==> src/rtl/mc_ctrl_pkg.sv <==
// Shared encodings for the multi-cycle MIPS control FSM:
// opcodes, R-type funcs, ALU operations, PC sources and states.
package mc_ctrl_pkg;

  localparam logic [5:0] OP_RTYPE = 6'b000000;
  localparam logic [5:0] OP_ADDIU = 6'b001001;
  localparam logic [5:0] OP_ORI   = 6'b001101;
  localparam logic [5:0] OP_LW    = 6'b100011;
  localparam logic [5:0] OP_SW    = 6'b101011;
  localparam logic [5:0] OP_BEQ   = 6'b000100;
  localparam logic [5:0] OP_J     = 6'b000010;

  localparam logic [5:0] FN_ADDU = 6'b100001;
  localparam logic [5:0] FN_SUBU = 6'b100011;
  localparam logic [5:0] FN_AND  = 6'b100100;
  localparam logic [5:0] FN_OR   = 6'b100101;
  localparam logic [5:0] FN_SLT  = 6'b101010;

  localparam logic [2:0] ALU_ADD = 3'b000;
  localparam logic [2:0] ALU_SUB = 3'b001;
  localparam logic [2:0] ALU_OR  = 3'b010;
  localparam logic [2:0] ALU_AND = 3'b011;
  localparam logic [2:0] ALU_SLT = 3'b100;

  localparam logic [1:0] PC_SEQ = 2'b00;
  localparam logic [1:0] PC_BR  = 2'b01;
  localparam logic [1:0] PC_JMP = 2'b10;

  typedef enum logic [3:0] {
    S_IF     = 4'd0,
    S_ID     = 4'd1,
    S_EXE_R  = 4'd2,
    S_WB_R   = 4'd3,
    S_EXE_I  = 4'd4,
    S_WB_I   = 4'd5,
    S_EXE_MA = 4'd6,
    S_MEM_RD = 4'd7,
    S_WB_MEM = 4'd8,
    S_MEM_WR = 4'd9,
    S_EXE_BR = 4'd10
  } state_t;

  function automatic logic op_known(input logic [5:0] op);
    return op inside {OP_RTYPE, OP_ADDIU, OP_ORI, OP_LW,
                      OP_SW, OP_BEQ, OP_J};
  endfunction

endpackage

==> src/rtl/mc_alu_dec.sv <==
// ALU operation / immediate-extension decode from op and func.
// Shared by every EXE and WB state so the ALU setup stays stable.
module mc_alu_dec (
  input  logic [5:0] op,
  input  logic [5:0] func,
  output logic [2:0] aluop,
  output logic       extop,
  output logic       func_ok
);
  import mc_ctrl_pkg::*;

  // op/func to ALU operation, extension mode and R-type legality
  always_comb begin
    aluop   = ALU_ADD;
    extop   = 1'b0;
    func_ok = 1'b0;
    unique case (1'b1)
      (op == OP_RTYPE): begin
        func_ok = 1'b1;
        unique case (func)
          FN_ADDU: aluop = ALU_ADD;
          FN_SUBU: aluop = ALU_SUB;
          FN_AND:  aluop = ALU_AND;
          FN_OR:   aluop = ALU_OR;
          FN_SLT:  aluop = ALU_SLT;
          default: func_ok = 1'b0;
        endcase
      end
      (op == OP_ORI): aluop = ALU_OR;
      (op == OP_BEQ): begin
        aluop = ALU_SUB;
        extop = 1'b1;
      end
      (op == OP_ADDIU || op == OP_LW || op == OP_SW):
        extop = 1'b1;
      default: ;
    endcase
  end

endmodule

==> src/rtl/multicycle_ctrl.sv <==
// Multi-cycle MIPS control FSM: steps the shared datapath
// through IF/ID/EX/MEM/WB and drives its enables and muxes.
module multicycle_ctrl #(
  parameter bit MEM_WAIT_EN = 1'b1,
  parameter int STATE_W     = 4
) (
  input  logic               clk,
  input  logic               rst_n,
  input  logic [5:0]         op,
  input  logic [5:0]         func,
  input  logic               zero,
  input  logic               mem_rdy,
  output logic               pcwr,
  output logic [1:0]         pcsrc,
  output logic               irwr,
  output logic               memrd,
  output logic               memwr,
  output logic               regdst,
  output logic               ALUsrc,
  output logic               memtoreg,
  output logic               regwr,
  output logic               extop,
  output logic [2:0]         ALUop,
  output logic               illegal,
  output logic [STATE_W-1:0] state
);
  import mc_ctrl_pkg::*;

  state_t     st;
  logic       rdy;
  logic       op_ok;
  logic       func_ok;
  logic       dec_extop;
  logic [2:0] dec_aluop;

  assign rdy   = MEM_WAIT_EN ? mem_rdy : 1'b1;
  assign state = STATE_W'(st);

  mc_alu_dec u_dec (
    .op      (op),
    .func    (func),
    .aluop   (dec_aluop),
    .extop   (dec_extop),
    .func_ok (func_ok)
  );

  assign op_ok = op_known(op) &&
                 (op != OP_RTYPE || func_ok);

  // state register and next-state sequencing
  always_ff @(posedge clk or negedge rst_n) begin
    if (!rst_n) begin
      st <= S_IF;
    end else begin
      case (st)
        S_IF:     if (rdy) st <= S_ID;
        S_ID: begin
          if (!op_ok) begin
            st <= S_IF;
          end else begin
            unique case (1'b1)
              (op == OP_RTYPE):
                st <= S_EXE_R;
              (op == OP_ADDIU || op == OP_ORI):
                st <= S_EXE_I;
              (op == OP_LW || op == OP_SW):
                st <= S_EXE_MA;
              (op == OP_BEQ):
                st <= S_EXE_BR;
              default:
                st <= S_IF;
            endcase
          end
        end
        S_EXE_R:  st <= S_WB_R;
        S_WB_R:   st <= S_IF;
        S_EXE_I:  st <= S_WB_I;
        S_WB_I:   st <= S_IF;
        S_EXE_MA: st <= (op == OP_LW) ? S_MEM_RD
                                      : S_MEM_WR;
        S_MEM_RD: if (rdy) st <= S_WB_MEM;
        S_WB_MEM: st <= S_IF;
        S_MEM_WR: if (rdy) st <= S_IF;
        S_EXE_BR: st <= S_IF;
        default:  st <= S_IF;
      endcase
    end
  end

  // state-decoded controls; reset low blanks everything at once
  always_comb begin
    pcwr     = 1'b0;
    pcsrc    = PC_SEQ;
    irwr     = 1'b0;
    memrd    = 1'b0;
    memwr    = 1'b0;
    regdst   = 1'b0;
    ALUsrc   = 1'b0;
    memtoreg = 1'b0;
    regwr    = 1'b0;
    extop    = 1'b0;
    ALUop    = ALU_ADD;
    illegal  = 1'b0;
    if (rst_n) begin
      case (st)
        S_IF: begin
          memrd = 1'b1;
          irwr  = rdy;
          pcwr  = rdy;
        end
        S_ID: begin
          if (!op_ok) begin
            illegal = 1'b1;
          end else if (op == OP_J) begin
            pcwr  = 1'b1;
            pcsrc = PC_JMP;
          end
        end
        S_EXE_R: ALUop = dec_aluop;
        S_WB_R: begin
          regdst = 1'b1;
          regwr  = 1'b1;
          ALUop  = dec_aluop;
        end
        S_EXE_I: begin
          ALUsrc = 1'b1;
          extop  = dec_extop;
          ALUop  = dec_aluop;
        end
        S_WB_I: begin
          ALUsrc = 1'b1;
          extop  = dec_extop;
          ALUop  = dec_aluop;
          regwr  = 1'b1;
        end
        S_EXE_MA: begin
          ALUsrc = 1'b1;
          extop  = 1'b1;
        end
        S_MEM_RD: memrd = 1'b1;
        S_WB_MEM: begin
          memtoreg = 1'b1;
          regwr    = 1'b1;
        end
        S_MEM_WR: memwr = 1'b1;
        S_EXE_BR: begin
          ALUop = ALU_SUB;
          extop = 1'b1;
          pcsrc = PC_BR;
          pcwr  = zero;
        end
        default: ;
      endcase
    end
  end

endmodule

==> config.mk <==
export PLATFORM = sky130hd
export DESIGN_NAME = multicycle_ctrl
export DESIGN_NICKNAME = d
export VERILOG_FILES = /design/src/rtl/mc_ctrl_pkg.sv /design/src/rtl/mc_alu_dec.sv /design/src/rtl/multicycle_ctrl.sv
export SDC_FILE = /design/constraint.sdc
export NUM_CORES = 1
export LEC_CHECK = 0
export ABC_AREA = 1
export BUFFER_PORTS_ARGS = -buffer_cell sky130_fd_sc_hd__buf_2
export CAP_MARGIN = 20
export CORE_ASPECT_RATIO = 1.2
export CORE_MARGIN = 2
export CORE_UTILIZATION = 40
export CTS_BUF_LIST = sky130_fd_sc_hd__clkbuf_16
export DETAILED_ROUTE_END_ITERATION = 10
export PLACE_DENSITY = 0.81
export SYNTH_ARGS = -nofsm -noshare
export SYNTH_HDL_FRONTEND = slang
export SYNTH_SLANG_ARGS = --single-unit
==> constraint.sdc <==
create_clock -name clk -period 1.2 [get_ports clk]
set_input_delay 0.12 -clock clk [delete_from_list [all_inputs] [get_ports clk]]
set_output_delay 0.12 -clock clk [all_outputs]
set_load 0.1 [all_outputs]
==> qor.txt, run 1 <==
cell accounting for the most synthesized area -> dfrtp_1
I/O pin total -> 35
Stopped at -> 3_5_place_dp
synth warn -> 0
first error -> [ERROR DPL-0038] Utilization greater than 100%, impossible to legalize
share of the synthesized area in the top cell type -> 14.26%
Site Rows -> 16
Area contributors post-synth -> dfrtp_1, nand2_1, nor2_1
Synth Cell Area -> 701.9 um^2
Mapped Nets -> 143
Synth cell types -> 24
Port Buffers -> 34
die height -> 49.89 um
Syn Inst Count -> 127
Final Wtd Congestion -> 0.8623
die width -> 42.24 um
Starting Density -> 42.76%
sequential fraction of the synthesis area -> 14.26%
#FFs+latches synth -> 4
status -> did not finish
syn avg cell area -> 5.527 um^2
## stage by stage
stage / area [um^2] / setup WS, ns / TNS [ns] / hold slack, ns
2_1_floorplan: 923.4 / -1.085 / -10.73 / -0.1756
3_3_place_gp: 1658 / -0.2777 / -3.318 / -0.05804
## synthesized netlist by cell type
library cell,number
a21oi_1,5
a22oi_1,1
buf_6,1
clkbuf_1,1
dfrtp_1,4
inv_1,18
inv_2,4
nand2_1,26
nand2_2,2
nand3_1,13
nand3_2,3
nand3b_1,1
nand4_1,2
nor2_1,23
nor2_2,7
nor2_4,3
nor3_1,3
nor3_2,1
nor4_1,1
nor4_2,1
o21a_1,1
o21ai_0,4
o21ai_1,1
o22ai_1,1
## cells by family after synthesis
kind of cell    count (synthesis)  share of synthesized area (%)
flops                           4                          14.26
compound gates                 13                          10.16
buf+inv                        24                          13.90
simple gates                   86                          61.67
==> run 2, diff against run 1 <==
--- a/config.mk
+++ b/config.mk
@@ -8,12 +8,10 @@
 export ABC_AREA = 1
 export BUFFER_PORTS_ARGS = -buffer_cell sky130_fd_sc_hd__buf_2
 export CAP_MARGIN = 20
-export CORE_ASPECT_RATIO = 1.2
-export CORE_MARGIN = 2
-export CORE_UTILIZATION = 40
-export CTS_BUF_LIST = sky130_fd_sc_hd__clkbuf_16
+export CORE_AREA = 2 2 63 65
 export DETAILED_ROUTE_END_ITERATION = 10
-export PLACE_DENSITY = 0.81
+export DIE_AREA = 0 0 65 67
+export PLACE_DENSITY_LB_ADDON = 0.15
 export SYNTH_ARGS = -nofsm -noshare
 export SYNTH_HDL_FRONTEND = slang
 export SYNTH_SLANG_ARGS = --single-unit
==> constraint.sdc (replaced) <==
create_clock -name clk -period 1.6 [get_ports clk]
set_input_delay 0.16 -clock clk [delete_from_list [all_inputs] [get_ports clk]]
set_output_delay 0.16 -clock clk [all_outputs]
set_load 0.1 [all_outputs]
==> run 2 against run 1 <==
The flow now finishes, with violations (negative setup slack). Synthesized area stayed put. Synthesized cell count stayed put.
==> qor.txt, run 2 <==
status -> finished, violations left
failing checks -> negative setup slack
EDFF count, synth -> 0
most instantiated cells after synthesis -> nand2_1, nor2_1, inv_1, nand3_1, nor2_2
max reg flops -> 4
unrepaired setup endpoints after global routing -> yes
P_leak -> 0.0007229 uW
I/O pin total -> 35
final worst setup slack -> -0.1343 ns
crit path DAT -> 1.57 ns
Most common cell on crit path -> nor2_4
Vias -> 973
Core Util, Final -> 45.32%
Iteration-0 DRC Markers -> 17
vias in the first global route -> 991
Site Rows -> 22
Synth cell types -> 24
core area -> 3606 um^2
Clock power frac -> 14.7%
worst stage delay on the critical path -> 0.50 ns
synth warn -> 0
clk slew on worst S/H paths -> 0.03 ns
most frequent cells in the layout -> buf_2, nand2_1, buf_12
Internal Pwr Total -> 644.8 uW
CTS buffer count -> 3
share of layout cells above drive strength 1 -> 63.69%
Synth Cell Area -> 701.9 um^2
crit-path max FO -> 3
CP Cell Sequence -> nor2_4 -> buf_6 -> nand2_4 -> o22ai_2 -> nor2_2 -> nor2_4 -> buf_12
Slowest cell on crit path -> dfrtp_4
most common cell after layout, fill and taps aside -> buf_2
IR drop worst, VDD -> 0.0004950 V
sequential fraction of the synthesis area -> 14.26%
Final Wtd Congestion -> 0.8259
CTS Buffer Depth -> 2
syn avg cell area -> 5.527 um^2
DP HPWL -> 1.964 mm
Slew Limit Fails -> 0
Most used DFF post-synth -> dfrtp_1
P&R area growth vs syn -> 132.8%
Crit path required time -> 1.44 ns
die height -> 67 um
Area contributors post-synth -> dfrtp_1, nand2_1, nor2_1
final hold vios -> 0
share of the synthesized area in the top cell type -> 14.26%
Starting Density -> 19.47%
Port Buffers -> 34
worst slew pin tran -> 0.4928 ns
Max-slew headroom -> 67.37%
switching part of the total -> 55.25%
largest net degree at the start of global routing -> 13
die width -> 65 um
Seq pwr share -> 13.4%
initial antenna violation count -> 0
Tcrit/Tclk final -> 108.4%
Routed Wire Length -> 2.440 mm
ys async rst share -> 100.0%
fmax -> 0.5766 GHz
global-route wire length before repair -> 4.291 mm
global route total overflow -> 0
P per Cell Area -> 881.8 nW/um^2
Startpoint Class -> flip-flop
die area -> 4355 um^2
setup slack at placement -> 0.04027 ns
Antenna diodes -> 0
final-report setup violation count -> 11
hold crit path type -> in2reg
max-cap violation count -> 0
Layout Skew -> 0.001825 ns
Crit Path Class -> reg2out
Mapped Nets -> 143
#FFs+latches synth -> 4
Worst-Skew Late Latency -> 0.22 ns
count leader, synth -> nand2_1
H-tree depth -> 1
Gate power share -> 71.9%
global-route total usage across every layer -> 12.58%
DR WL/cell -> 10.75 um
Syn Inst Count -> 127
cell accounting for the most synthesized area -> dfrtp_1
TritonCTS clock tree -> yes
drt drc -> 0
post-route minimum period -> 1.734 ns
vias per inst -> 4.286
Initial DRT Pass Iterations -> 4
post-route ant nets -> 0
NumNets Final -> 197
Clock Sinks -> 4
clock root cell -> clkbuf_8
sw power -> 796.2 uW
Worst setup EP type -> output pin
==> run 2: path summary, 6_finish.rpt <==
| kind | from | endpoint | slack, ns | depth (start not counted) |
|---|---|---|---|---|
| hold reg to reg | state[3] | state[0] | 0.67 | 3 |
| min in group asynchronous | rst_n | state[1] | 0.36 | 2 |
| setup reg to reg | state[3] | state[0] | 0.20 | 8 |
| hold / removal | mem_rdy | state[3] | 0.33 | 4 |
| max in group asynchronous | rst_n | state[3] | 1.04 | 2 |
| setup / recovery | state[3] | pcwr | -0.13 | 7 |
==> run 2: cell families after synthesis <==
group	count (synthesis)	share of synthesized area, %
flops	4	14.26
simple gates	86	61.67
compound gates	13	10.16
buf+inv	24	13.90
==> run 2: power groups by stage <==
| stage | Clock, uW | Combinational [uW] | Sequential (uW) |
|---|---|---|---|
| 2_1_floorplan | 0 | 508 | 312 |
| 3_3_place_gp | 0 | 903 | 188 |
| 3_5_place_dp | 0 | 903 | 191 |
| 4_1_cts | 215 | 1000 | 190 |
| 5_1_grt | 228 | 1090 | 202 |
| 6_report | 212 | 1040 | 194 |
==> run 2: timing repair <==
action | 4_1_cts | 5_1_grt
pin swaps | 9 | 8
setup buffers | 3 | 4
endpoints found under the hold margin | 4 | 0
gates cloned | 0 | 0
setup endpoints to repair | 12 | 15
hold buffers | 1 | 0
gates resized for setup | 20 | 7
==> run 2: critical path, delay by kind of cell (launching register included) <==
kind / cells / cell delay [ns]
and+or+nand+nor: 4 / 0.38
DFF: 1 / 0.50
AOI/OAI and AO/OA: 1 / 0.15
buffers and inverters: 2 / 0.32
==> run 2: final cells by class <==
class,instances,area [um^2]
fillers,382,1972
multi-input cells,99,763.2
repair buffers,51,561.8
inverters,22,92.59
clock buffers,3,41.29
well taps,48,60.06
flip-flops and latches,4,115.1
==> run 2: through the flow <==
| stage | cells | setup TNS (ns) | power, uW | area, um^2 | hold slack, ns |
|---|---|---|---|---|---|
| 2_1_floorplan | 127 | -4.427 | 820.3 | 923.4 | -0.1356 |
| 3_3_place_gp | 217 | 0 | 1091 | 1435 | -0.01384 |
| 3_5_place_dp | 217 | 0 | 1094 | 1435 | -0.01098 |
| 4_1_cts | 224 | -0.6431 | 1406 | 1575 | 0.3388 |
| 5_1_grt | 227 | -1.508 | 1523 | 1634 | 0.3685 |
| 6_report | 227 | -0.8008 | 1441 | 1634 | 0.3269 |
==> run 2: metal layers <==
layer / track usage, % / wire length [um] / part of all wire, %
met3: 3.378 / 129 / 5.3
met2: 22.42 / 1274 / 52
met4: 2.394 / 15 / 0.61
met5: 0 / 0 / 0
met1: 15.15 / 1021 / 42
No activity file was read; power rests on OpenSTA's default activity.
==> run 3, diff against run 2 <==
--- a/config.mk
+++ b/config.mk
@@ -9,6 +9,7 @@
 export BUFFER_PORTS_ARGS = -buffer_cell sky130_fd_sc_hd__buf_2
 export CAP_MARGIN = 20
 export CORE_AREA = 2 2 63 65
+export CTS_BUF_LIST = sky130_fd_sc_hd__clkbuf_4
 export DETAILED_ROUTE_END_ITERATION = 10
 export DIE_AREA = 0 0 65 67
 export PLACE_DENSITY_LB_ADDON = 0.15
==> run 3 against run 2 <==
The flow still finishes with violations (negative setup slack). Sequential power is 3% lower. Power is 8.0% lower. Combinational power hardly changed. Clock-buffer cell count stayed put. Worst setup slack worse by 0.021 ns. Clock power is 41% lower. Global-route usage is 0.14 points lower. Highest routed layer unchanged.
==> qor.txt, run 3 (synthesis results as in run 2) <==
NumNets Final -> 196
Routed Wire Length -> 2.426 mm
fin cells -> 226
core area -> 3606 um^2
H-tree depth -> 1
Final Cell Area -> 1605 um^2
global-route total usage across every layer -> 12.44%
Worst-Skew Late Latency -> 0.24 ns
hold path cells -> 4
crit path DAT -> 1.60 ns
Clock Sinks -> 4
global-route wire length before repair -> 4.271 mm
Antenna diodes -> 0
CTS Buffer Depth -> 2
Post-Place Cells -> 217
failing checks -> negative setup slack
clk slew on worst S/H paths -> 0.03 ns
Final Wtd Congestion -> 0.8259
most frequent cells in the layout -> buf_2, nand2_1, buf_12
I/O pin total -> 35
global route total overflow -> 0
Slew Limit Fails -> 0
filler cell count -> 384
hold-critical path endpoint -> state[3]
Iteration-0 DRC Markers -> 18
initial antenna violation count -> 0
final worst setup slack -> -0.1550 ns
Max-slew headroom -> 67.43%
post-route ant nets -> 0
max-cap violation count -> 0
Crit Path Class -> reg2out
Core Util, Final -> 44.52%
clock root cell -> clkbuf_4
Tcrit/Tclk final -> 109.7%
reg2reg end -> state[0]
final hold vios -> 0
Starting Density -> 19.47%
worst slew pin tran -> 0.4919 ns
max reg flops -> 4
Worst setup EP type -> output pin
FF-to-FF path depth -> 8
share of layout cells above drive strength 1 -> 63.48%
unrepaired setup endpoints after global routing -> yes
CTS buffer count -> 3
r2r setup slk -> 0.20 ns
TritonCTS clock tree -> yes
largest net degree at the start of global routing -> 13
vias in the first global route -> 989
P_leak -> 0.0007100 uW
Startpoint Class -> flip-flop
status -> finished, violations left
post-route minimum period -> 1.755 ns
Crit path required time -> 1.44 ns
Layout Skew -> 0.001474 ns
dpl cell area -> 1435 um^2
setup tns final -> -0.9676 ns
setup slack at placement -> 0.04027 ns
P per Cell Area -> 825.7 nW/um^2
die height -> 67 um
die width -> 65 um
crit-path max FO -> 3
vias per inst -> 4.261
worst hold start -> mem_rdy
Port Buffers -> 34
Vias -> 963
fmax -> 0.5698 GHz
P&R area growth vs syn -> 128.7%
final-report setup violation count -> 12
DP HPWL -> 1.964 mm
IR drop worst, VDD -> 0.0004758 V
hold crit path type -> in2reg
DR WL/cell -> 10.73 um
start of the worst register-to-register path -> state[3]
most common cell after layout, fill and taps aside -> buf_2
Site Rows -> 22
drt drc -> 0
Initial DRT Pass Iterations -> 4
die area -> 4355 um^2
[run 3: where the power goes]
group | switching [uW] | leakage (uW) | total, uW | internal [uW]
combinational | 678 | 0.000650 | 1010 | 334
clock | 41.0 | 0.0000138 | 125 | 83.9
sequential | 56.5 | 0.0000466 | 189 | 132
total | 776 | 0.000710 | 1330 | 550
[run 3: worst max-delay path, stage by stage (launching register included)]
cell	delay, ns
dfrtp_4	0.50
nor2_4	0.16
buf_6	0.14
nand2_4	0.05
o22ai_2	0.15
nor2_2	0.07
nor2_4	0.10
buf_12	0.18
[run 3: through the flow]
| step | hold slack [ns] | power, uW |
|---|---|---|
| floorplan | -0.1356 | 820.3 |
| global placement | -0.01384 | 1091 |
| detailed placement | -0.01098 | 1094 |
| CTS | 0.3174 | 1320 |
| global route | 0.3490 | 1402 |
| finish | 0.3072 | 1326 |
[run 3: area by class of cell]
cell class              instances  area [um^2]  share of cell area, %
clock buffers                   3        22.52                  1.403
multi-input cells              99        763.2                  47.54
repair buffers                 50        554.3                  34.53
inverters                      22        90.09                  5.612
flip-flops and latches          4        115.1                  7.171
well taps                      48        60.06                  3.741
[run 3: worst max path at each step]
stage             start  endpoint  slack [ns]  depth (start not counted)
3_5_place_dp   state[2]  ALUop[2]        0.04                          6
5_1_grt        state[3]  ALUop[2]       -0.21                          6
6_report       state[3]      pcwr       -0.16                          7
2_1_floorplan  state[3]  ALUop[2]       -0.73                          5
3_3_place_gp   state[2]  ALUop[2]        0.05                          6
4_1_cts        state[3]      pcwr       -0.13                          7
[run 3: metal layers]
| metal | vias to the layer above | share of wire, % | track usage [%] | routed length [um] |
|---|---|---|---|---|
| li1 | 511 | - | - | - |
| met1 | 428 | 42 | 15.05 | 1023 |
| met2 | 22 | 52 | 22.42 | 1266 |
| met3 | 2 | 5.2 | 2.872 | 126 |
| met4 | 0 | 0.41 | 2.394 | 10 |
| met5 | - | 0 | 0 | 0 |
[run 3: repair_timing]
| action | 4_1_cts | 5_1_grt |
|---|---|---|
| hold buffers | 1 | 0 |
| setup buffers | 3 | 3 |
| pin swaps | 10 | 8 |
| setup endpoints to repair | 12 | 15 |
| hold endpoints to repair | 4 | 0 |
| resized for setup | 20 | 6 |
